==> config.mk <==
export PLATFORM = sky130hd
export DESIGN_NAME = sock_box_packer
export DESIGN_NICKNAME = d
export VERILOG_FILES = /design/src/rtl/sock_pkg.sv /design/src/rtl/pkg_hold_reg.sv /design/src/rtl/sock_box_packer.sv
export SDC_FILE = /design/constraint.sdc
export NUM_CORES = 1
export LEC_CHECK = 0
export CORE_MARGIN = 10
export CORE_UTILIZATION = 48
export CTS_BUF_LIST = sky130_fd_sc_hd__clkbuf_4 sky130_fd_sc_hd__clkbuf_8
export CTS_CLUSTER_SIZE = 25
export DETAILED_ROUTE_END_ITERATION = 16
export GPL_TIMING_DRIVEN = 0
export HOLD_SLACK_MARGIN = 0.12
export PLACE_DENSITY = 0.78
export SLEW_MARGIN = 0
export SYNTH_ARGS = -nofsm -noshare
export SYNTH_HDL_FRONTEND = slang
export SYNTH_HIERARCHICAL = 1
export SYNTH_SLANG_ARGS = --single-unit
==> constraint.sdc <==
create_clock -name clk -period 1.85 [get_ports clk]
set_input_delay 0.185 -clock clk [delete_from_list [all_inputs] [get_ports clk]]
set_output_delay 0.185 -clock clk [all_outputs]
set_load 0.01 [all_outputs]
==> src/rtl/sock_pkg.sv <==
// Shared types and constants for the sock box packer and its hold register.
package sock_pkg;

  localparam int unsigned PAC_W       = 3;
  localparam int unsigned PAIRS_W     = 6;
  localparam int unsigned BOX_CAP_DEF = 4;

  typedef enum logic [1:0] {
    ST_EMPTY   = 2'b00,
    ST_FILLING = 2'b01,
    ST_FULL    = 2'b10,
    ST_EJECT   = 2'b11
  } state_t;

endpackage

==> src/rtl/pkg_hold_reg.sv <==
// Single-entry package buffer used while a full box waits for the conveyor.
module pkg_hold_reg
  import sock_pkg::*;
(
  input  logic             clk,
  input  logic             reset,
  input  logic             load,
  input  logic             clear,
  input  logic [PAC_W-1:0] pac,
  output logic             hold_full,
  output logic [PAC_W-1:0] hold_pac
);

  always_ff @(posedge clk or posedge reset) begin
    if (reset) begin
      hold_full <= 1'b0;
      hold_pac  <= '0;
    end else if (clear) begin
      hold_full <= 1'b0;
      hold_pac  <= '0;
    end else if (load) begin
      hold_full <= 1'b1;
      hold_pac  <= pac;
    end
  end

endmodule

==> src/rtl/sock_box_packer.sv <==
// Packs package-complete pulses into boxes of BOX_CAP and hands full boxes
// to the conveyor with a ready/ack handshake.
module sock_box_packer
  import sock_pkg::*;
#(
  parameter int unsigned BOX_CAP   = BOX_CAP_DEF,
  parameter int unsigned BOX_CNT_W = 8
) (
  input  logic                 clk,
  input  logic                 reset,
  input  logic                 co,
  input  logic [PAC_W-1:0]     pac,
  input  logic                 box_ack,
  output logic                 box_ready,
  output logic [PAC_W-1:0]     pkg_cnt,
  output logic [PAIRS_W-1:0]   pairs_in_box,
  output logic [BOX_CNT_W-1:0] box_cnt,
  output logic                 hold_full,
  output logic                 overflow,
  output logic [1:0]           state_led
);

  localparam logic [PAC_W-1:0] CAP = PAC_W'(BOX_CAP);

  state_t               state, state_next;
  logic                 arrival;
  logic [PAC_W-1:0]     pkg_cnt_next;
  logic [PAIRS_W-1:0]   pairs_next;
  logic [BOX_CNT_W-1:0] box_cnt_next;
  logic                 overflow_next;
  logic                 hold_load, hold_clear;
  logic [PAC_W-1:0]     hold_pac;
  logic [PAIRS_W-1:0]   pac_ext, hold_ext;

  assign arrival = co && (pac != '0);
  assign pac_ext  = {{(PAIRS_W-PAC_W){1'b0}}, pac};
  assign hold_ext = {{(PAIRS_W-PAC_W){1'b0}}, hold_pac};

  pkg_hold_reg u_hold (
    .clk       (clk),
    .reset     (reset),
    .load      (hold_load),
    .clear     (hold_clear),
    .pac       (pac),
    .hold_full (hold_full),
    .hold_pac  (hold_pac)
  );

  always_ff @(posedge clk or posedge reset) begin
    if (reset) state <= ST_EMPTY;
    else       state <= state_next;
  end

  always_comb begin
    state_next    = state;
    pkg_cnt_next  = pkg_cnt;
    pairs_next    = pairs_in_box;
    box_cnt_next  = box_cnt;
    overflow_next = overflow;
    hold_load     = 1'b0;
    hold_clear    = 1'b0;
    case (state)
      ST_EMPTY: begin
        if (arrival) begin
          pkg_cnt_next = PAC_W'(1);
          pairs_next   = pac_ext;
          state_next   = ST_FILLING;
        end
      end
      ST_FILLING: begin
        if (arrival) begin
          pkg_cnt_next = pkg_cnt + PAC_W'(1);
          pairs_next   = pairs_in_box + pac_ext;
          if (pkg_cnt_next == CAP) state_next = ST_FULL;
        end
      end
      ST_FULL: begin
        if (arrival) begin
          if (hold_full) overflow_next = 1'b1;
          else           hold_load     = 1'b1;
        end
        // Box count advances as the conveyor takes the box, so it is visible during EJECT.
        if (box_ack) begin
          state_next   = ST_EJECT;
          box_cnt_next = box_cnt + BOX_CNT_W'(1);
        end
      end
      ST_EJECT: begin
        hold_clear   = 1'b1;
        pkg_cnt_next = PAC_W'(hold_full) + PAC_W'(arrival);
        pairs_next   = (hold_full ? hold_ext : '0) + (arrival ? pac_ext : '0);
        state_next   = (pkg_cnt_next == '0) ? ST_EMPTY : ST_FILLING;
      end
      default: state_next = ST_EMPTY;
    endcase
  end

  always_ff @(posedge clk or posedge reset) begin
    if (reset) begin
      pkg_cnt      <= '0;
      pairs_in_box <= '0;
      box_cnt      <= '0;
      overflow     <= 1'b0;
    end else begin
      pkg_cnt      <= pkg_cnt_next;
      pairs_in_box <= pairs_next;
      box_cnt      <= box_cnt_next;
      overflow     <= overflow_next;
    end
  end

  assign box_ready = (state == ST_FULL);
  assign state_led = state;

endmodule

-- Word level (Yosys, flattened, before mapping)
Cells that the tools add are included.
- eq/ne operators: 8
- add/sub/neg operators: 5
- muxes and demuxes: 22
- reduce and logical (&&, ||, !) cells: 10
- operators by type and width (cell ; count):
    two-way mux 3 bit ; 6
    case mux 6 bit (3 select lines) ; 1
    two-way mux 6 bit ; 2
    case mux 3 bit (3 select lines) ; 1
    adder 8 x 1 -> 8 bit (second input constant) ; 1
    two-way mux 2 bit ; 4
    != test 2 bit (second input constant) ; 4
    case mux 2 bit (4 select lines) ; 1
    two-way mux 1 bit ; 7
    adder 6 x 3 -> 6 bit ; 1
    AND reduction 3 bit ; 2
    nonzero test 3 bit ; 2
    adder 3 x 3 -> 4 bit ; 1
    equality test 2 bit (second input constant) ; 2
    AND reduction 4 bit ; 1
    adder 3 x 1 -> 3 bit (second input constant) ; 1
    equality test 3 bit (second input constant) ; 1
    logical NOT 3 bit ; 1
    adder 1 x 1 -> 2 bit ; 1
    equality test 2 x 1 -> 1 bit (second input constant) ; 1
    logical NOT 2 bit ; 1
    AND reduction 2 bit ; 1
    nonzero test 2 bit ; 1
    logical AND 1 bit ; 1
- register bits: 24

-- Depth between registers and ports, before layout
Gate-level depths: netlist of the first run.
- depth after elaboration: 6
- depth in mapped cells: 7

-- Cells and area by module
The synthesis of the first run kept the hierarchy.
- modules (own cells, without submodules) (module ; cells each ; area an instance (µm²) ; times used ; seq. area each (µm²)):
    sock_box_packer ; 131 ; 1333.8 ; 1 ; 500.5
    pkg_hold_reg ; 13 ; 152.6 ; 1 ; 100.1

-- Worst setup path after synthesis of the first run
No wires, ideal clock.
- path kind: flip-flop to flip-flop
- from: register state[1] (netlist: state_led[1])
- to: register state[1] (netlist: state_led[1])
- required time: 1.722 ns
- arrival: 1.729 ns
- stages on the path, launching flop included: 8
- setup slack: -0.007 ns
- path through: dfrtp_1 > inv_1 > ha_1 > buf_4 > o21bai_1 > o221ai_1 > nor2_1 > mux2_1
- word-level cells in the longest chain between the ends: 3
- ends and longest elaborated chain (element ; line ; text):
    start: declaration ; sock_box_packer.sv:25 ; state_t state, state_next;
    start signal: assignment ; sock_box_packer.sv:51 ; else state <= state_next;
    equality test 2 x 1 -> 1 bit, or another cell as far along ; sock_box_packer.sv:62 ; case (state)
    != test 2 bit (no line) ; -- ;
    AND reduction 4 bit (no line) ; -- ;
Parallel ways exist; a longest one is shown, timed or not.
A chain may end at the register's enable or synchronous reset.

-- Worst setup path in the final report of the first run
Ends and elaborated chain as after synthesis.

==> metrics.yaml, run 1 <==
r2r_cells: 7
cts.sinks: 24
worst_slew_pin_slew_ns: 0.798
area_growth_syn_to_layout_pct: 34.2
peakVddDrop_uv: 1120
crit_path_end: "state_led[1]"
hold_viol: 0
synth.avg_cell_area_um2: 10.3
core_um2: 3000
drive_above_1_share_pct: 16.7
worst-path-buf-inv: 2
endpoint_kind: "flip-flop"
initial_core_util_pct: 49.5
cap_violations: 0
period_needed_ns: 1.82
yosysTopAreaCell: "dfrtp_1"
worstPathRequired_ns: 2.08
yosysUniqueCellTypes: 40
dr.pass1.iters: 4
port_buffers: 28
setup_violations: 0
vias: 1227
multi_input_area_um2: 881
max_freq_mhz: 551
ys_seq_area_share_pct: 40.4
wirelength_um: 3720
die_h_um: 75.7
async_flop_share_pct: 100
skew_ns: 0.00392
startpoint_type: "flip-flop"
yosys.area.top_type_share_pct: 40.4
clockBufferDepth: 2
drtIter0Drc: 89
leakagePower_nw: 0.933
worstHoldStart: "pac[1]"
gp_congestion: 0.782
max_stage_delay_ns: 0.46
grt_max_degree: 21
critPathLaunch: "state_led[1]"
syn_area_um2: 1490
die_w_um: 75.7
cpLargestDelayFamily: "simple AND/OR/NAND/NOR gates"
slew_headroom_pct: 46.7
hpwl_um: 2650
path_cells: "inv_4 -> ha_2 -> buf_6 -> nor2_1 -> nor4_2 -> nor2_2 -> mux2_1"
antenna_found_initial: 0
cts_buffers: 3
io_pins: 29
dpl.cell_count: 205
clock_latency_ns: 0.33
final.setup.tns_ns: 0
synth_area_leaders: "dfrtp_1 (40%), ha_1 (14%), xnor2_1 (4.1%)"
nNetsFinal: 213
reg2reg_from: "state_led[1]"
cpMaxStageDelayCell: "dfrtp_2"
drv_slew: 0
grt_pass1_vias: 1262
worstSetupPathType: "flip-flop to flip-flop"
finish.utilization_pct: 66.4
status: "complete, no violations"
routed_via_density: 5.60
rows: 20
hp-class: "primary input to flip-flop"
postRouteAntennaNets: 0
period_share_pct: 98.1
htree_levels: 1
ys_warn_count: 6
power_density_nw_per_um2: 1610
final_cell_count_no_fill: 219
syn_nets: 170
seqCellArea_um2: 603
clkSlewWorstSetupHoldPaths_ns: 0.13
hold-worst-slack_ns: 0.294
critical_path.max_fanout: 5
r2r_slack_ns: 0.03
ys_ff_latch: 24
cts_root_buf: "clkbuf_4"
arrival_ns: 2.04
power.total_w: 0.00322
grt_use_total_pct: 13.6
cp.depth: 7
r2r-end: "state_led[1]"
grt_overflow: 0
syn_inst: 144
grt_pass1_wl_um: 6020
ys.flop_type: "dfrtp_1"
fillers: 241
antennaDiodeCount: 0
dieArea_um2: 5720
synth_edf_count: 0
tritoncts: "built"
drc: 0
wl_per_cell_um: 17.0
-- routing by layer --
metal | part of all wire, % | global-route usage (%)
met5 | 0 | 0
met4 | 1.5 | 3.92
met3 | 5.8 | 4.04
met2 | 51 | 22.1
met1 | 42 | 16.9
-- layout make-up --
| cell class | count | share of cell area, % |
|---|---|---|
| multi-input combinational | 108 | 44.2 |
| sequential | 24 | 30.2 |
| timing repair buffer | 38 | 18.0 |
| inverter | 11 | 2.32 |
| tap | 33 | 2.07 |
| clock inverter | 1 | 1.51 |
| clock buffer | 3 | 1.13 |
| buffer | 1 | 0.565 |
-- worst min path at each step --
stage | end | cells past startpoint
3_5_place_dp | u_hold/hold_pac[0] | 2
3_3_place_gp | u_hold/hold_full | 2
2_1_floorplan | u_hold/hold_full | 1
4_1_cts | box_cnt[7] | 1
5_1_grt | pairs_in_box[1] | 3
6_report | pairs_in_box[1] | 3
-- where the power goes --
group          total, W  internal [W]  switching [W]
Clock          0.000392      0.000219       0.000173
Combinational   0.00191      0.000957       0.000949
Sequential     0.000920      0.000725       0.000195
Total           0.00322       0.00190        0.00132
-- cells in the mapped netlist, types with 3 or more instances --
master,instances
a21o_1,3
and2_1,6
dfrtp_1,24
nand4_1,3
inv_1,10
mux2i_1,3
nor2_1,15
nand2_1,12
o21ai_0,4
a22oi_1,3
xnor2_1,7
a21oi_1,5
ha_1,17
-- layout by cell type, fill, tap and decap left out, types with 2 or more instances in the layout --
cell | synthesis | layout
clkdlybuf4s50_1 | 0 | 26
dfrtp_1 | 24 | 22
nor2_1 | 15 | 14
ha_1 | 17 | 14
nand2_1 | 12 | 12
buf_4 | 1 | 9
inv_1 | 10 | 8
xnor2_1 | 7 | 7
and2_1 | 6 | 6
a21oi_1 | 5 | 5
o21ai_0 | 4 | 4
nand4_1 | 3 | 3
a22oi_1 | 3 | 3
a21o_1 | 3 | 3
clkbuf_4 | 0 | 3
mux2i_1 | 3 | 3
inv_4 | 0 | 2
o41ai_1 | 2 | 2
xor2_1 | 2 | 2
nor3_1 | 2 | 2
a31oi_1 | 2 | 2
fa_1 | 2 | 2
ha_2 | 0 | 2
dfrtp_2 | 0 | 2
-- through the flow --
| stage | worst slack [ns] | area (µm²) |
|---|---|---|
| finish | 0.0344 | 1990 |
| global route | -0.0139 | 1990 |
| CTS | 0.00722 | 1930 |
| detailed placement | -0.270 | 1810 |
| global placement | -0.225 | 1810 |
| floorplan | 0.0986 | 1490 |
-- state kept, by name (all words and copies together) (netlist names) --
name	cells
pairs_in_box	6
u_hold/hold_full	1
u_hold/hold_pac	3
overflow	1
pkg_cnt	3
state_led	2
box_cnt	8
-- worst register-to-register path, stage by stage, from the launching register on --
cell and delay (ns):
dfrtp_2 0.46, inv_4 0.08, ha_2 0.17, buf_6 0.13, nor2_1 0.06, nor4_2 0.39
nor2_2 0.11, mux2_1 0.32
-- what timing repair did --
action | in CTS | in global routing
buffers inserted | 6 | 3
cloned | 0 | 0
resized for setup | 5 | 12
endpoints found under the hold margin | 4 | 0
endpoints found under the setup margin | 2 | 3
pin swaps | 1 | 3
hold buffers | 1 | 0
-- cell families (layout without fill, tap and decap cells) --
family / Yosys count / in the layout / share of synthesized area (%)
mux: 5 / 5 / 3.54
fa+ha+maj: 19 / 19 / 17.0
simple gates: 42 / 42 / 13.2
flops: 24 / 24 / 40.4
buf+inv: 12 / 54 / 3.28
xor+xnor: 9 / 9 / 5.30
compound gates: 33 / 33 / 17.3
(Power assumes the default switching activity.)
==> run 2: changes to the inputs <==
--- a/config.mk
+++ b/config.mk
@@ -6,13 +6,12 @@
 export NUM_CORES = 1
 export LEC_CHECK = 0
 export CORE_MARGIN = 10
-export CORE_UTILIZATION = 48
+export CORE_UTILIZATION = 42
 export CTS_BUF_LIST = sky130_fd_sc_hd__clkbuf_4 sky130_fd_sc_hd__clkbuf_8
 export CTS_CLUSTER_SIZE = 25
 export DETAILED_ROUTE_END_ITERATION = 16
-export GPL_TIMING_DRIVEN = 0
 export HOLD_SLACK_MARGIN = 0.12
-export PLACE_DENSITY = 0.78
+export PLACE_DENSITY = 0.7
 export SLEW_MARGIN = 0
 export SYNTH_ARGS = -nofsm -noshare
 export SYNTH_HDL_FRONTEND = slang
==> run 2 against run 1 <==
Final area up 1.1%. Global-route usage decreased by 1.4 points. Register-to-register slack improved by 0.09 ns. Clock-buffer cell count is 1 higher. Combinational power fell by 5%. Non-clock buffer count rose by 7. Sequential share of layout area fell by 0.38 points. Maximum frequency rose by 5.2%. Critical path depth decreased by 1. Power fell by 7.1%. Routed wire length decreased by 1.7%. Largest cell class unchanged.
==> metrics.yaml, run 2 (synthesis results as in run 1) <==
power_density_nw_per_um2: 1480  # was 1610 nW/µm²
antennaDiodeCount: 0  # unchanged
largest_reg_flops: 8  # unchanged
period_share_pct: 93.3  # was 98.1%
final_common_cell: "clkdlybuf4s50_1"  # unchanged
slew_headroom_pct: 68.2  # was 46.7%
setup_violations: 0  # unchanged
nNetsFinal: 220  # was 213
tritoncts: "built"  # unchanged
top_regs: "box_cnt x8, pairs_in_box x6"  # unchanged
io_pins: 29  # unchanged
die_w_um: 79.5  # was 75.7 µm
hpwl_um: 2970  # was 2650 µm
hp-class: "flip-flop to flip-flop"  # was primary input to flip-flop
endpoint_kind: "flip-flop"  # unchanged
initial_core_util_pct: 43.9  # was 49.5%
grt_overflow: 0  # unchanged
antenna_found_initial: 0  # unchanged
worst-path-buf-inv: 1  # was 2
max_stage_delay_ns: 0.39  # was 0.46 ns
startpoint_type: "flip-flop"  # unchanged
core_um2: 3390  # was 3000 µm²
critical_path.max_fanout: 5  # unchanged
final.setup.tns_ns: 0  # unchanged
worst_slew_pin_slew_ns: 0.472  # was 0.798 ns
period_needed_ns: 1.73  # was 1.82 ns
rows: 21  # was 20
max_freq_mhz: 580  # was 551 MHz
grt_pass1_vias: 1331  # was 1262
area_growth_syn_to_layout_pct: 35.6  # was 34.2%
cpMaxStageDelayCell: "dfrtp_1"  # was dfrtp_2
regMostFlops: "box_cnt"  # unchanged
skew_ns: 0.00502  # was 0.00392 ns
wirelength_um: 3660  # was 3720 µm
drv_slew: 0  # unchanged
cts_root_buf: "clkbuf_4"  # unchanged
finish.utilization_pct: 59.5  # was 66.4%
peakVddDrop_uv: 918  # was 1120 µV
clkSlewWorstSetupHoldPaths_ns: 0.14  # was 0.13 ns
cpLargestDelayFamily: "simple AND/OR/NAND/NOR gates"  # unchanged
postRouteAntennaNets: 0  # unchanged
port_buffers: 28  # unchanged
grt_max_degree: 14  # was 21
grt_pass1_wl_um: 6300  # was 6020 µm
vias: 1255  # was 1227
r2r_slack_ns: 0.12  # was 0.03 ns
path_cells: "buf_4 -> ha_1 -> nor2_1 -> nor4_1 -> nor2_2 -> mux2_1"  # was inv_4 -> ha_2 -> buf_6 -> nor2_1 -> nor4_2 -> nor2_2 -> mux2_1
clockBufferDepth: 2  # unchanged
fin_ws_ns: 0.124  # was 0.0344 ns
gp_congestion: 0.784  # was 0.782
arrival_ns: 1.94  # was 2.04 ns
wl_per_cell_um: 15.3  # was 17.0 µm
die_h_um: 79.5  # was 75.7 µm
dieArea_um2: 6320  # was 5720 µm²
worstPathRequired_ns: 2.06  # was 2.08 ns
clock_latency_ns: 0.32  # was 0.33 ns
cts_buffers: 3  # unchanged
pre_cts_ws_ns: -0.156  # was -0.270 ns
status: "complete, no violations"  # unchanged
cap_violations: 0  # unchanged
dr.pass1.iters: 4  # unchanged
worstSetupPathType: "flip-flop to flip-flop"  # unchanged
layout_common_cells: "clkdlybuf4s50_1 (27), dfrtp_1 (23), buf_4 (17), ha_1 (16), nor2_1 (14)"  # was clkdlybuf4s50_1 (26), dfrtp_1 (22), nor2_1 (14), ha_1 (14), nand2_1 (12)
htree_levels: 1  # unchanged
drtIter0Drc: 75  # was 89
leakagePower_nw: 0.965  # was 0.933 nW
cts.sinks: 24  # unchanged
hold-worst-slack_ns: 0.487  # was 0.294 ns
drive_above_1_share_pct: 16.6  # was 16.7%
hold_viol: 0  # unchanged
routed_via_density: 5.25  # was 5.60
grt_use_total_pct: 12.2  # was 13.6%
drc: 0  # unchanged
-- run 2: cell count changes in the layout (fill, tap and decap cells not counted), sizes merged --
| cell | before | now |
|---|---|---|
| dlygate4sd2 | 1 | 0 |
| buf | 10 | 17 |
| bufinv | 1 | 0 |
| clkbuf | 3 | 4 |
| clkdlybuf4s50 | 26 | 27 |
-- run 2: layout make-up --
type                            instances  area [µm²]
Sequential cell                        24         602
Multi-Input combinational cell        108         858
Fill cell                             297        1370
Clock buffer                            4        36.3
Timing Repair Buffer                   46         420
Tap cell                               46        57.6
Inverter                               11        41.3
-- run 2: repair_timing --
item                                   4_1_cts  5_1_grt
buffers inserted                             1        0
pin swaps                                    0        2
endpoints found under the hold margin        4        0
hold buffers                                 1        0
setup endpoints to repair                    1        2
resized for setup                            2        4
-- run 2: power breakdown --
| part | total [W] | internal (W) | leakage (nW) | switching [W] |
|---|---|---|---|---|
| clock | 0.000286 | 0.000120 | 0.0210 | 0.000166 |
| sequential | 0.000897 | 0.000723 | 0.305 | 0.000174 |
| combinational | 0.00181 | 0.000903 | 0.639 | 0.000904 |
| total | 0.00299 | 0.00175 | 0.965 | 0.00124 |
-- run 2: metrics by stage --
step / total power (W) / area (µm²) / instances
2_1_floorplan: 0.00190 / 1490 / 144
3_3_place_gp: 0.00258 / 1940 / 233
3_5_place_dp: 0.00266 / 1940 / 233
4_1_cts: 0.00300 / 2000 / 239
5_1_grt: 0.00326 / 2020 / 239
6_report: 0.00299 / 2020 / 239
-- run 2: routing by layer --
metal	track usage, %	vias up	share of wire (%)
met5	0	-	0
met4	5.02	0	1.1
met3	2.14	2	3.8
met2	21.1	18	52
met1	14.3	623	43
li1	-	612	-
-- run 2: worst paths after layout --
path	from	cells after the start	to
worst max-delay path	state_led[0]	6	state_led[1]
worst min-delay path	pairs_in_box[5]	1	pairs_in_box[5]
worst max register to register	state_led[0]	6	state_led[1]
worst min register to register	pairs_in_box[5]	1	pairs_in_box[5]
max in group asynchronous	reset	4	state_led[1]
min in group asynchronous	reset	3	u_hold/hold_full
==> RTL change 1, RTL diff (settings of run 1) <==
Make the reset (`reset`) synchronous in 3 clocked blocks.
--- a/src/rtl/pkg_hold_reg.sv
+++ b/src/rtl/pkg_hold_reg.sv
@@ -11,7 +11,7 @@
   output logic [PAC_W-1:0] hold_pac
 );
 
-  always_ff @(posedge clk or posedge reset) begin
+  always_ff @(posedge clk) begin
     if (reset) begin
       hold_full <= 1'b0;
       hold_pac  <= '0;
--- a/src/rtl/sock_box_packer.sv
+++ b/src/rtl/sock_box_packer.sv
@@ -46,7 +46,7 @@
     .hold_pac  (hold_pac)
   );
 
-  always_ff @(posedge clk or posedge reset) begin
+  always_ff @(posedge clk) begin
     if (reset) state <= ST_EMPTY;
     else       state <= state_next;
   end
@@ -95,7 +95,7 @@
     endcase
   end
 
-  always_ff @(posedge clk or posedge reset) begin
+  always_ff @(posedge clk) begin
     if (reset) begin
       pkg_cnt      <= '0;
       pairs_in_box <= '0;
Function: differs if reset is asserted again (counterexample within 4 cycles, from zero or initial values and one cycle with reset high); with reset held inactive, the same outputs for 10 cycles.
==> RTL change 1 against run 1 <==
Sequential cell count unchanged; synthesized area about the same; count of clock-buffer cells in the layout up 1; wire length down 5.2%; cell area down 6.7%; sequential share of layout area down 4.1 points; setup slack better by 0.064 ns.
Power is not compared: it rests on default switching activity, and its combinational part moved more than twofold at a synthesized area within 25%.
==> RTL change 1: results (changes against run 1) <==
| Metric | Value |
|---|---|
| Delay-heaviest family, CP | buffers and inverters (was simple AND/OR/NAND/NOR gates) |
| Slowest stage cell, crit path | clkdlybuf4s50_1 (was dfrtp_2) |
| Met3 wire length | 328 um (was 215 um) |
| Drt first-iter violations | 98 (was 89) |
| Detailed placement HPWL | 2705 um (was 2645 um) |
| Area delta synth->final | 25.27% (was 34.17%) |
| Vias per cell | 5.765 (was 5.603) |
| GP Congestion | 0.7681 (was 0.7822) |
| First-pass GRT wire length | 6051 um (was 6023 um) |
| Async set-or-reset flop fraction in the synthesized netlist | 0% (was 100.0%) |
| Largest net degree at the start of global routing | 14 (was 21) |
| Vias in the first global route | 1340 (was 1262) |
| Nets | 220 (was 213) |
| Post-place instance area | 1807 um^2 (was 1809 um^2) |
| Synthesized Nets | 187 (was 170) |
| Slew HR | 62.29% (was 46.73%) |
| Synth cell types | 38 (was 40) |
| Synth area leaders | dfxtp_1 32%, ha_1 14%, nor2_1 4.8% (was dfrtp_1 40%, ha_1 14%, xnor2_1 4.1%) |
| Met3 Track Usage GR | 4.948% (was 4.036%) |
| Top cells by count, synth | 24 x dfxtp_1, 19 x nor2_1, 17 x ha_1, 10 x nand2_1 (was 24 x dfrtp_1, 17 x ha_1, 15 x nor2_1, 12 x nand2_1, 10 x inv_1) |
| Pre-antenna DRT Iters | 4 (unchanged) |
| Outcome | finished, final reports clean (unchanged) |
| Postcts setup bufs | 0 (was 6) |
| Setup violators final | 0 (unchanged) |
| GRT Total Usage | 13.34% (was 13.56%) |
| GR met2 Demand/Resource | 23.80% (was 22.10%) |
| Setup Skew | 0.004490 ns (was 0.003923 ns) |
| Total Wirelength | 3528 um (was 3720 um) |
| Routed length on met2 | 1827 um (was 1893 um) |
| Post-CTS sizing | 3 (was 5) |
| Share of cells above drive strength 1 | 10.36% (was 16.67%) |
| CP peak stage delay | 0.55 ns (was 0.46 ns) |
| GR Util met1 | 14.08% (was 16.91%) |
| Global route overflow | 0 (unchanged) |
| Register area share after synthesis | 32.35% (was 40.40%) |
## RTL change 1: power breakdown
part | leakage, nW | internal (mW) | switching [mW]
clock network | 0.0210 | 0.121 | 0.166
logic | 0.527 | 0.416 | 0.460
registers | 0.197 | 0.601 | 0.0968
## RTL change 1: final timing paths
path | start | to | slack [ns] | cells past startpoint
worst max register to register | u_hold/hold_full$_SDFFE_PP0P_ | pairs_in_box[1]$_SDFFE_PP0P_ | 0.16 | 5
worst min-delay path | pac[0] | pairs_in_box[0]$_SDFFE_PP0P_ | 0.27 | 3
worst max-delay path | state_led[0]$_SDFFE_PP0P_ | box_ready | 0.1 | 3
worst min register to register | pairs_in_box[3]$_SDFFE_PP0P_ | pairs_in_box[5]$_SDFFE_PP0P_ | 0.52 | 2
## RTL change 1: layout make-up
class	count	area, um^2
fillers	260	1142
multi-input cells	122	945.9
flip-flops and latches	24	486.7
repair buffers	28	285.3
well taps	33	41.29
clock buffers	4	36.28
inverters	9	33.78
plain buffers	6	31.28
## RTL change 1: kinds of logic (layout without fill, tap and decap cells)
logic type | Yosys count | count (layout) | share of synthesized area, %
AOI/OAI and AO/OA | 30 | 30 | 15.92
DFF | 24 | 24 | 32.35
xor gates and xnor gates | 10 | 10 | 5.898
muxes | 7 | 7 | 4.802
buffers and inverters | 15 | 47 | 4.296
adders and majority gates | 19 | 19 | 17.02
and+or+nand+nor | 56 | 56 | 19.71
## RTL change 1: per-stage QoR
step	setup TNS, ns	hold slack (ns)	cells	setup slack (ns)	power [mW]
6_report	0	0.2686	226	0.09839	1.860
5_1_grt	0	0.3226	226	0.01577	1.996
4_1_cts	0	0.5089	226	0.004531	1.849
3_5_place_dp	-2.439	0.4972	222	-0.3254	1.557
3_3_place_gp	-1.708	0.4524	222	-0.3125	1.513
2_1_floorplan	0	0.2618	161	0.09327	1.247
==> RTL change 2, RTL diff (settings of run 1) <==
Made on the original files. `PAC_W`: 3 -> 6.
--- a/src/rtl/sock_pkg.sv
+++ b/src/rtl/sock_pkg.sv
@@ -1,7 +1,7 @@
 // Shared types and constants for the sock box packer and its hold register.
 package sock_pkg;
 
-  localparam int unsigned PAC_W       = 3;
+  localparam int unsigned PAC_W       = 6;
   localparam int unsigned PAIRS_W     = 6;
   localparam int unsigned BOX_CAP_DEF = 4;
 
Ports: changed (resized pac and pkg_cnt); port bits go from 29 to 35. The function was not compared with the original's and may differ.
==> RTL change 2 against run 1 <==
The flow now finishes with violations (negative setup slack); wire length is 38% higher; sequential share of layout area is 2.5 points lower; synthesized area is 39% higher; setup slack worse by 0.16 ns; fmax is 7.9% lower; sequential power is 29% higher; non-clock buffer count is 7 higher; cell area is 36% higher; power is 29% higher; sequential cell count is 6 higher; die area is 28% higher; largest cell class unchanged; largest power group unchanged; highest routed layer unchanged.
==> RTL change 2: results (changes against run 1) <==
| Metric | Value |
|---|---|
| GP Congestion | 0.7930 (was 0.7822) |
| Synth area leaders | dfrtp_1 36%, ha_1 12%, nor2_1 5.1% (was dfrtp_1 40%, ha_1 14%, xnor2_1 4.1%) |
| Critical Path Fanout Max | 6 (was 5) |
| Register area share after synthesis | 36.30% (was 40.40%) |
| Drt first-iter violations | 109 (was 89) |
| Internal | 2.427 mW (was 1.901 mW) |
| Slew HR | 36.95% (was 46.73%) |
| Htree depth | 2 (was 1) |
| Top cells by count, synth | 30 x dfrtp_1, 28 x nor2_1, 20 x ha_1, 17 x nand2_1 (was 24 x dfrtp_1, 17 x ha_1, 15 x nor2_1, 12 x nand2_1, 10 x inv_1) |
| Setup violators final | 2 (was 0) |
| Max reg flops | 8 (unchanged) |
| CTS Buf Count | 5 (was 3) |
| Clock-pin transition on the worst setup and hold timing paths | 0.07 ns (was 0.13 ns) |
| Port Buffers | 34 (was 28) |
| Clk pwr share | 13.5% (was 12.2%) |
| Synth cell types | 48 (was 40) |
| Met3 wire length | 269 um (was 215 um) |
| Routed length on met2 | 2482 um (was 1893 um) |
| First-pass GRT wire length | 8735 um (was 6023 um) |
| VDD IR max | 0.8367 mV (was 1.119 mV) |
| Cells after Synth | 218 (was 144) |
| Synthesized Nets | 250 (was 170) |
| Outcome | finished, violations left (was finished, final reports clean) |
| Vias in the first global route | 1771 (was 1262) |
| Leak | 1.174 nW (was 0.9332 nW) |
| Final setup margin | -0.1211 ns (was 0.03443 ns) |
| WL per Instance | 16.17 um (was 16.99 um) |
| Combinational Power Share | 57.9% (was 59.2%) |
| Met1 Routed Length | 2275 um (was 1556 um) |
| Clock latency on the worst-skew pair | 0.28 ns (was 0.33 ns) |
| Via count | 1744 (was 1227) |
| CTS Root Cell | clkbuf_8 (was clkbuf_4) |
| Detailed placement HPWL | 3694 um (was 2645 um) |
| Setup Skew | 0.006011 ns (was 0.003923 ns) |
| GRT Total Usage | 14.52% (was 13.56%) |
| Final non-filler cell total | 317 (was 219) |
| Nets | 298 (was 213) |
| CP Data Arrival Time | 2.13 ns (was 2.04 ns) |
| CP peak stage delay | 0.43 ns (was 0.46 ns) |
| Hold Crit Class | primary input to async pin (was primary input to flip-flop) |
| Failing checks | negative setup slack |
==> RTL change 2: final timing paths <==
check                           slack (ns)  cells past startpoint                        endpoint                          from
worst max register to register       -0.12                      9     pairs_in_box[4]$_DFFE_PP0P_  u_hold/hold_full$_DFFE_PP0P_
worst min-delay path                  0.15                      2  u_hold/hold_pac[0]$_DFFE_PP0P_                         reset
worst max-delay path                 -0.12                      9     pairs_in_box[4]$_DFFE_PP0P_  u_hold/hold_full$_DFFE_PP0P_
max in group asynchronous             0.77                      2        state_led[1]$_DFFE_PP0P_                         reset
worst min register to register        0.47                      1          box_cnt[7]$_DFFE_PP0P_        box_cnt[7]$_DFFE_PP0P_
min in group clk                      0.36                      3  u_hold/hold_pac[1]$_DFFE_PP0P_                        pac[1]
==> RTL change 2: metrics by stage <==
step	setup slack [ns]	cell area, um^2	hold WS (ns)	setup TNS [ns]	utilization, %
6_report	-0.1211	2719	0.1522	-0.1969	66.53
5_1_grt	-0.2243	2719	0.1941	-0.3975	66.53
4_1_cts	-0.1020	2673	0.1577	-0.1723	65.40
3_5_place_dp	-0.5955	2497	0.4589	-6.579	61.11
3_3_place_gp	-0.5393	2497	0.4525	-5.703	61.11
2_1_floorplan	-0.08056	2095	-0.01167	-0.1264	-
==> RTL change 2: kinds of logic after synthesis <==
logic type               after synthesis  share of synthesized area [%]
AND/OR/NAND/NOR                       79                          19.00
AO/OA/AOI/OAI                         52                          17.97
flip-flops                            30                          36.30
adder cells (fa/ha/maj)               22                          14.04
buffers and inverters                 15                          3.448
XOR/XNOR                              12                          5.082
multiplexers                           8                          4.174
==> RTL change 2: critical path: cells and delay by family, from the launching register on <==
family / cells / cell delay [ns]
AND/OR/NAND/NOR: 3 / 0.51
AO/OA/AOI/OAI: 3 / 0.51
flip-flops: 1 / 0.43
adder cells (fa/ha/maj): 2 / 0.36
buffers and inverters: 1 / 0.05
==> RTL change 2: what timing repair did <==
action | in CTS | in global routing
hold buffers | 0 | 0
gates resized for setup | 15 | 12
endpoints found under the setup margin | 16 | 12
setup buffers | 6 | 2
pin swaps | 8 | 3
==> RTL change 2: cell type report <==
type / count / area (um^2)
clock inverters: 2 / 12.51
flip-flops and latches: 30 / 754.5
fillers: 335 / 1368
multi-input cells: 173 / 1345
plain buffers: 4 / 31.28
inverters: 10 / 37.54
repair buffers: 42 / 392.9
clock buffers: 6 / 82.58
well taps: 50 / 62.56
==> RTL change 2: layer usage <==
| layer | GRT usage (%) | vias to the layer above |
|---|---|---|
| li1 | - | 871 |
| met1 | 17.22 | 825 |
| met2 | 24.18 | 39 |
| met3 | 3.974 | 9 |
| met4 | 5.838 | 0 |
| met5 | 0 | - |
